## config.mk

```make
export PLATFORM = sky130hd
export DESIGN_NAME = csc_ypbpr_pipe
export DESIGN_NICKNAME = d
export VERILOG_FILES = /design/src/rtl/csc_pkg.sv /design/src/rtl/csc_channel_mac.sv /design/src/rtl/csc_ypbpr_pipe.sv
export SDC_FILE = /design/constraint.sdc
export NUM_CORES = 1
export LEC_CHECK = 0
export ABC_CLOCK_PERIOD_IN_PS = 7900
export BUFFER_PORTS_ARGS = -buffer_cell sky130_fd_sc_hd__buf_4
export CAP_MARGIN = 10
export CORE_ASPECT_RATIO = 0.75
export CORE_MARGIN = 2
export CORE_UTILIZATION = 63
export CTS_CLUSTER_DIAMETER = 80
export DETAILED_ROUTE_END_ITERATION = 16
export PLACE_DENSITY_LB_ADDON = 0.1
export REMOVE_ABC_BUFFERS = 1
export SYNTH_ARGS = -nofsm -noshare
export SYNTH_HDL_FRONTEND = slang
export SYNTH_SLANG_ARGS = --single-unit
export TNS_END_PERCENT = 10
```

## constraint.sdc

```tcl
create_clock -name clk -period 7.9 [get_ports clk]
set_input_delay 1.185 -clock clk [delete_from_list [all_inputs] [get_ports clk]]
set_output_delay 1.185 -clock clk [all_outputs]
set_load 0.01 [all_outputs]
```

## src/rtl/csc_pkg.sv

```systemverilog
// Shared types and matrix coefficients for the RGB->YPbPr converter.
// Coefficients are x256 fixed point, 9-bit signed, one row per output channel.
package csc_pkg;

  typedef enum logic [1:0] {
    CSC_RGB = 2'd0,
    CSC_601 = 2'd1,
    CSC_709 = 2'd2
  } csc_mode_e;

  localparam int LAT = 3;
  localparam int CW  = 9;

  typedef logic signed [CW-1:0] coef_t;

  typedef struct packed {
    coef_t r;
    coef_t g;
    coef_t b;
  } coef_row_t;

  typedef struct packed {
    logic hsync;
    logic vsync;
    logic csync;
    logic de;
  } ctl_t;

  localparam coef_row_t Y601  = '{r:  9'sd77,  g:  9'sd150, b:  9'sd29};
  localparam coef_row_t PB601 = '{r: -9'sd43,  g: -9'sd85,  b:  9'sd128};
  localparam coef_row_t PR601 = '{r:  9'sd128, g: -9'sd107, b: -9'sd21};
  localparam coef_row_t Y709  = '{r:  9'sd54,  g:  9'sd183, b:  9'sd19};
  localparam coef_row_t PB709 = '{r: -9'sd29,  g: -9'sd99,  b:  9'sd128};
  localparam coef_row_t PR709 = '{r:  9'sd128, g: -9'sd116, b: -9'sd12};

  // Code 3 is reserved and behaves as bypass.
  function automatic csc_mode_e csc_map_mode(input logic [1:0] m);
    case (m)
      2'd1:    return CSC_601;
      2'd2:    return CSC_709;
      default: return CSC_RGB;
    endcase
  endfunction

  // Row 0 = Y, 1 = Pb, 2 = Pr. Bypass gets the 601 rows; their result is discarded.
  function automatic coef_row_t csc_row(input csc_mode_e m, input logic [1:0] row);
    coef_row_t c;
    if (m == CSC_709) begin
      case (row)
        2'd0:    c = Y709;
        2'd1:    c = PB709;
        default: c = PR709;
      endcase
    end else begin
      case (row)
        2'd0:    c = Y601;
        2'd1:    c = PB601;
        default: c = PR601;
      endcase
    end
    return c;
  endfunction

endpackage

```

## src/rtl/csc_channel_mac.sv

```systemverilog
// One output row of the colour matrix: three signed products, sum with offset and
// rounding, then a combinational >>8 and clamp to the DW-bit output range.
module csc_channel_mac
  import csc_pkg::*;
#(
  parameter int DW     = 8,
  parameter bit CHROMA = 1'b0
) (
  input  logic          clk,
  input  logic          reset_n,
  input  logic [DW-1:0] r,
  input  logic [DW-1:0] g,
  input  logic [DW-1:0] b,
  input  coef_row_t     coef,
  output logic [DW-1:0] res
);

  localparam int AW = DW + 10;
  localparam logic signed [AW-1:0] RND  = AW'(128);
  // Chroma is centred on mid-scale, pre-shifted into the x256 domain.
  localparam logic signed [AW-1:0] OFFS = CHROMA ? (AW'(1) <<< (DW + 7)) : AW'(0);

  logic signed [AW-1:0] p_r, p_g, p_b;
  logic signed [AW-1:0] acc;
  logic signed [DW+1:0] sh;

  function automatic logic signed [AW-1:0] mul(input logic [DW-1:0] x, input coef_t c);
    logic signed [AW-1:0] xs;
    logic signed [AW-1:0] cs;
    xs = $signed({{(AW-DW){1'b0}}, x});
    cs = $signed({{(AW-CW){c[CW-1]}}, c});
    return xs * cs;
  endfunction

  always_ff @(posedge clk) begin
    if (!reset_n) begin
      p_r <= '0;
      p_g <= '0;
      p_b <= '0;
      acc <= '0;
    end else begin
      p_r <= mul(r, coef.r);
      p_g <= mul(g, coef.g);
      p_b <= mul(b, coef.b);
      acc <= p_r + p_g + p_b + OFFS + RND;
    end
  end

  always_comb begin
    sh  = (DW+2)'(acc >>> 8);
    res = sh[DW-1:0];
    if (sh[DW+1])
      res = '0;
    else if (sh[DW])
      res = '1;
  end

endmodule

```

## src/rtl/csc_ypbpr_pipe.sv

```systemverilog
// RGB->YPbPr/RGB converter with frame-safe mode switching, three-cycle latency in every
// mode, blank forcing and matched sync/de delay.
module csc_ypbpr_pipe
  import csc_pkg::*;
#(
  parameter int         DW           = 8,
  parameter logic [1:0] DEFAULT_MODE = 2'd1
) (
  input  logic            clk,
  input  logic            reset_n,
  input  logic [1:0]      mode,
  input  logic            hsync,
  input  logic            vsync,
  input  logic            csync,
  input  logic            de,
  input  logic [3*DW-1:0] din,
  output logic [3*DW-1:0] dout,
  output logic            hsync_o,
  output logic            vsync_o,
  output logic            csync_o,
  output logic            de_o,
  output logic [1:0]      mode_act
);

  localparam logic [DW-1:0] MID = {1'b1, {(DW-1){1'b0}}};

  logic            vsync_q;
  csc_mode_e       mode_r, mode_eff, mode_s1, mode_s2;
  ctl_t            ctl_in, ctl_s1, ctl_s2;
  logic [3*DW-1:0] din_s1, din_s2;
  coef_row_t       coef_y, coef_pb, coef_pr;
  logic [DW-1:0]   y_c, pb_c, pr_c;
  logic [DW-1:0]   din_r, din_g, din_b;

  assign din_r    = din[3*DW-1:2*DW];
  assign din_g    = din[2*DW-1:DW];
  assign din_b    = din[DW-1:0];
  assign ctl_in   = '{hsync: hsync, vsync: vsync, csync: csync, de: de};
  assign mode_act = mode_r;

  // The pixel arriving with the vsync rising edge already uses the newly requested mode.
  always_comb begin
    mode_eff = mode_r;
    if (vsync && !vsync_q)
      mode_eff = csc_map_mode(mode);
    coef_y  = csc_row(mode_eff, 2'd0);
    coef_pb = csc_row(mode_eff, 2'd1);
    coef_pr = csc_row(mode_eff, 2'd2);
  end

  always_ff @(posedge clk) begin
    if (!reset_n) begin
      vsync_q <= 1'b0;
      mode_r  <= csc_map_mode(DEFAULT_MODE);
      mode_s1 <= CSC_RGB;
      mode_s2 <= CSC_RGB;
      ctl_s1  <= '0;
      ctl_s2  <= '0;
      din_s1  <= '0;
      din_s2  <= '0;
    end else begin
      vsync_q <= vsync;
      mode_r  <= mode_eff;
      mode_s1 <= mode_eff;
      mode_s2 <= mode_s1;
      ctl_s1  <= ctl_in;
      ctl_s2  <= ctl_s1;
      din_s1  <= din;
      din_s2  <= din_s1;
    end
  end

  csc_channel_mac #(.DW(DW), .CHROMA(1'b0)) u_y (
    .clk     (clk),
    .reset_n (reset_n),
    .r       (din_r),
    .g       (din_g),
    .b       (din_b),
    .coef    (coef_y),
    .res     (y_c)
  );

  csc_channel_mac #(.DW(DW), .CHROMA(1'b1)) u_pb (
    .clk     (clk),
    .reset_n (reset_n),
    .r       (din_r),
    .g       (din_g),
    .b       (din_b),
    .coef    (coef_pb),
    .res     (pb_c)
  );

  csc_channel_mac #(.DW(DW), .CHROMA(1'b1)) u_pr (
    .clk     (clk),
    .reset_n (reset_n),
    .r       (din_r),
    .g       (din_g),
    .b       (din_b),
    .coef    (coef_pr),
    .res     (pr_c)
  );

  always_ff @(posedge clk) begin
    if (!reset_n) begin
      dout    <= '0;
      hsync_o <= 1'b0;
      vsync_o <= 1'b0;
      csync_o <= 1'b0;
      de_o    <= 1'b0;
    end else begin
      hsync_o <= ctl_s2.hsync;
      vsync_o <= ctl_s2.vsync;
      csync_o <= ctl_s2.csync;
      de_o    <= ctl_s2.de;
      if (mode_s2 == CSC_RGB)
        dout <= ctl_s2.de ? din_s2 : '0;
      else if (!ctl_s2.de)
        dout <= {MID, {DW{1'b0}}, MID};
      else
        dout <= {pr_c, y_c, pb_c};
    end
  end

endmodule

```

== After elaboration in Yosys (flattened, before gate mapping) ==
Index checks and enable logic that the tools add are counted.
Storage, ports and cells
  register bits: 306
Cells by class
  add/sub/neg operators: 11
  multiply operators: 9
  eq/ne operators: 3
  muxes and demuxes: 14
  reduce and logical (&&, ||, !) cells: 3
Operators with widths (number)
  adder 18 bit: 6
  two-way mux 24 bit: 4
  multiplier 9 x 9 -> 18 bit: 5
  adder 18 x 9 -> 18 bit (second input constant): 3
  two-way mux 8 bit: 6
  adder 18 x 17 -> 18 bit (second input constant): 2
  two-way mux 25 bit: 1
  multiplier 9 x 8 -> 17 bit: 1
  multiplier 8 x 8 -> 16 bit (second input constant): 1
  multiplier 9 x 7 -> 16 bit: 1
  multiplier 8 x 7 -> 15 bit: 1
  two-way mux 14 bit: 1
  == test 2 bit (second input constant): 2
  case mux 2 bit (2 select lines): 1
  == test 2 x 1 -> 1 bit (second input constant): 1
  logical NOT 2 bit: 1
  two-way mux 2 bit: 1
  logical AND 1 bit: 1
  logical NOT 1 bit: 1

== Longest topological paths before layout ==
  depth after elaboration: 6
  depth in mapped cells: 24
  depth with buffers taken out: 23

== By module ==
From an unflattened synthesis, not the netlist that was laid out.
Unflattened totals
  cells, all modules: 3518
  area total of the unflattened synthesis: 33306.9 sq um
By module, submodules not included
  csc_channel_mac at u_pr: instances 1, cells an instance 1122, area each 10431.3 sq um, seq. area each 1281.2 sq um
  csc_channel_mac at u_y: instances 1, cells an instance 1081, area each 10148.5 sq um, seq. area each 1281.2 sq um
  csc_channel_mac at u_pb: instances 1, cells an instance 1061, area each 10068.4 sq um, seq. area each 1281.2 sq um
  csc_ypbpr_pipe: instances 1, cells an instance 254, area each 2658.8 sq um, seq. area each 1781.7 sq um

== Worst setup path before layout ==
OpenSTA, ideal clock, no wires.
  kind: input-to-reg
  start: input port vsync
  end: register u_pr.p_b[17]
  library setup time: 0.133 ns
  data arrival time: 5.961 ns
  required time: 7.767 ns
  path slack: 1.806 ns
  stages on the path: 24
  path buffers: 1
  path through: nand2b_1 -> or3b_2 -> o21a_1 -> clkbuf_1 -> nand2_1 -> nand2_1 -> ha_1 -> inv_1 -> fa_1 -> inv_1 -> ha_1 -> inv_1 -> fa_1 -> inv_1 -> ha_1 -> ha_1 -> fa_1 -> a21o_1 -> a21oi_1 -> o21bai_1 -> a21o_1 -> a21oi_1 -> o311ai_0 -> mux2i_1
On the way
  longest elaborated chain between the ends: 5
Ends and longest elaborated chain
  from (decl): RTL line csc_ypbpr_pipe.sv:13  | input logic vsync,
  logical AND 1 bit: RTL line csc_ypbpr_pipe.sv:44  | if (vsync && !vsync_q)
  two-way mux 2 bit: RTL line csc_ypbpr_pipe.sv:44
  == test 2 bit: RTL line csc_pkg.sv:48  | if (m == CSC_709) begin
  two-way mux 14 bit: RTL line csc_pkg.sv:48
  multiplier 9 x 9 -> 18 bit: RTL line csc_channel_mac.sv:32  | return xs * cs;
  to (signal assigned): RTL line csc_channel_mac.sv:44  | p_b <= mul(b, coef.b);
  to (decl): RTL line csc_channel_mac.sv:23  | logic signed [AW-1:0] p_r, p_g, p_b;
Every way passes these cells.
A chain may end at the register's enable or synchronous reset.

== Worst setup path in the final report ==
Same ends and word-level chain as after synthesis.

==> qor.yml <==
arrival_ns: 6.81
syn_area_per_cell_um2: 9.43
slowest_delay_ns: 0.52
synthAdderAreaFrac: 0.448
fin_area_um2: 21400
hold_path_class: "flip-flop to flip-flop"
final_util: 0.688
end_kind: "flip-flop"
syn_area_um2: 19700
vias_per_cell: 5.33
die_w_um: 208
grt_pass1_vias: 13668
ys_top_cells_by_area: "ha_1 (26%), dfxtp_1 (23%), fa_1 (18%)"
critPathKind: "input port to flip-flop"
grt_pass1_wl_mm: 70.9
grt_use_total: 0.276
clk_pin_slew_ns: 0.07
numPortBuffers: 61
worstSkewPairLatency_ns: 0.53
yosysMostFrequentCell: "ha_1"
post_cts_resized: 0
vias: 13612
gp_congestion: 0.919
hold_viol: 0
grt_max_degree: 85
cts_hold_buf: 0
io_pins: 62
diodes: 0
outcome: "finished clean"
p_sw_frac: 0.425
drtIter0Drc: 721
critPathBufInv: 5
finalSetupViolations: 0
synth_enable_flop_cells: 0
p_int_mw: 3.90
cp-start-kind: "input port"
ir_drop_mv: 0.359
drc: 0
max_clock_freq_ghz: 0.156
fin_tns_setup_ns: 0
rows: 56
grt_overflow: 0
required_ns: 8.31
cts_setup_buffers: 0
cts_htree_levels: 1
seq_power_share: 0.235
finalClockSkew_ns: 0.00883
antenna_found_initial: 0
synth_ff_type: "dfxtp_1"
combPwrFrac: 0.587
root_buffer: "clkbuf_16"
power_density_nw_per_um2: 317
async_flop_share: 0
ant_nets: 0
dieArea_um2: 32700
dp.cells: 2509
switchingPower_mw: 2.88
syn2layout_area_growth_pct: 8.40
first_pass_iters: 6
synth_top_area_share: 0.265
cts.sinks: 231
yosysUniqueCellTypes: 57
wirelength_mm: 43.1
tightest_slew_ns: 1.18
rsz0062_at_grt: "false"
synth-compound-area-share: 0.0820
clockPowerShare: 0.178
cp_cell_sequence: "buf_4, nand2b_1, or3b_2, o21a_1, nand2_1, nand2_1, ha_1, inv_1, fa_1, inv_1, ha_1, inv_1, fa_1, inv_1, ha_1, ha_1, fa_1, a21o_1, a21oi_1, o21bai_1, a21o_1, a21oi_1, o311ai_0, mux2i_1"
cts_tree: "done"
finalNetCount: 2758
min_period_ns: 6.39
yosys.area_share.simple: 0.119
synthTopCellsByCount: "ha_1 (417), inv_1 (380), dfxtp_1 (231)"
clockBufferDepth: 3
fin_cells: 2552
coreArea_um2: 31000
placed_area_um2: 20500
yosys-mux-area-fraction: 0.00356
power.static_leakage_nw: 11.5
relSlewSlack: 0.212
drive_above_1_share: 0.0582
post_drt_wl_per_cell_um: 16.9
drv_slew: 0
crit_family: "adder cells"
syn-instance-count: 2090
dp_hpwl_mm: 35.7
drv_cap: 0
ys_ff_latch: 231
ys_warn_count: 0
synth_top_family_by_area: "adder cells"
yosysTopAreaCell: "ha_1"
floorplan.initialDensity: 0.635
ys_seq_area_frac: 0.235
numCtsBuffers: 24
cp_slowest_cell: "or3b_2"
die_h_um: 157
cp_max_fo: 13
synth-xor-area-share: 0.0280
post-route-period-util: 0.809
[state kept, by name (all words and copies together) (netlist names), 2 cells and up]
name / cells
u_pb.acc: 10
u_pb.p_g: 17
mode_act: 2
ctl_s1: 4
dout: 24
din_s2: 24
u_y.p_g: 17
ctl_s2: 4
mode_s2: 2
u_pb.p_r: 15
u_y.p_r: 15
u_y.acc: 10
din_s1: 23
u_pr.p_b: 18
u_pr.p_g: 17
u_pr.acc: 10
u_y.p_b: 13
[worst reg2reg max path, stage by stage (launching register included)]
cell and delay [ns]:
dfxtp_1 0.31, nand2b_1 0.18, or3b_2 0.52, o21a_1 0.47, nand2_1 0.33, nand2_1 0.09, ha_1 0.28, inv_1 0.05
fa_1 0.51, inv_1 0.05, ha_1 0.26, inv_1 0.05, fa_1 0.47, inv_1 0.04, ha_1 0.27, ha_1 0.21
fa_1 0.47, a21o_1 0.20, a21oi_1 0.26, o21bai_1 0.10, a21o_1 0.22, a21oi_1 0.28, o311ai_0 0.19, mux2i_1 0.15
[power by group through the flow]
stage	clock network [mW]	registers (mW)	logic [mW]
finish	1.20	1.59	3.98
global route	1.27	1.61	4.59
CTS	1.23	1.60	3.98
detailed placement	0	1.62	3.91
global placement	0	1.62	3.82
floorplan	0	1.56	3.09
[layout by cell type, fill, tap and decap left out, types with 5 or more instances in the layout]
| cell type | count |
|---|---|
| a21o_1 | 37 |
| a21oi_1 | 94 |
| a31oi_1 | 11 |
| and2_1 | 75 |
| and3_1 | 14 |
| buf_4 | 65 |
| clkbuf_16 | 24 |
| clkinv_2 | 5 |
| conb_1 | 15 |
| dfxtp_1 | 231 |
| fa_1 | 180 |
| ha_1 | 417 |
| inv_1 | 379 |
| mux2i_1 | 7 |
| nand2_1 | 102 |
| nand2b_1 | 9 |
| nand3_1 | 15 |
| nor2_1 | 170 |
| nor2b_1 | 7 |
| nor3_1 | 59 |
| nor3b_1 | 14 |
| o21a_1 | 9 |
| o21ai_0 | 36 |
| o21bai_1 | 18 |
| o31ai_1 | 5 |
| or2_2 | 9 |
| xnor2_1 | 35 |
| xor2_1 | 28 |
[metrics by stage]
stage	power, mW	worst slack, ns	hold slack [ns]
floorplan	4.65	1.35	0.412
finish	6.78	1.51	0.432
global route	7.48	1.23	0.455
detailed placement	5.53	1.01	0.417
global placement	5.44	1.08	0.414
CTS	6.80	1.56	0.431
[cells by family (layout without fill, tap and decap cells)]
kind of cell / count (synthesis) / count (layout)
AO/OA/AOI/OAI: 252 / 252
XOR/XNOR: 63 / 63
adder cells (fa/ha/maj): 597 / 597
buffers and inverters: 445 / 488
flip-flops: 231 / 231
multiplexers: 7 / 7
other: 2 / 15
AND/OR/NAND/NOR: 493 / 493
[layout make-up]
type                            instances  area, µm²
Sequential cell                       231       4620
Fill cell                            2530       9680
Tap cell                              406        508
Multi-Input combinational cell       1427      13500
Clock buffer                           28        636
Clock inverter                         15        214
Inverter                              380       1430
Timing Repair Buffer                   65        488
[path summary, 6_finish.rpt]
| kind | from | slack [ns] | cells after the start | endpoint |
|---|---|---|---|---|
| min reg2reg | din_s1[15]$_SDFF_PN0_ | 0.43 | 1 | din_s2[15]$_SDFF_PN0_ |
| min | din_s1[15]$_SDFF_PN0_ | 0.43 | 1 | din_s2[15]$_SDFF_PN0_ |
| max | vsync | 1.51 | 24 | u_pr.p_b[17]$_SDFF_PN0_ |
| max reg2reg | ctl_s1[2]$_SDFF_PN0_ | 1.85 | 23 | u_pr.p_b[17]$_SDFF_PN0_ |
[per-layer routing]
metal  up-vias  wire (µm)  GRT usage
met5         -          0          0
li1       6835          -          -
met4         0        729     0.0486
met3        41       2650     0.0575
met2       317      18400      0.437
met1      6419      21400      0.395
(Power assumes the default switching activity.)
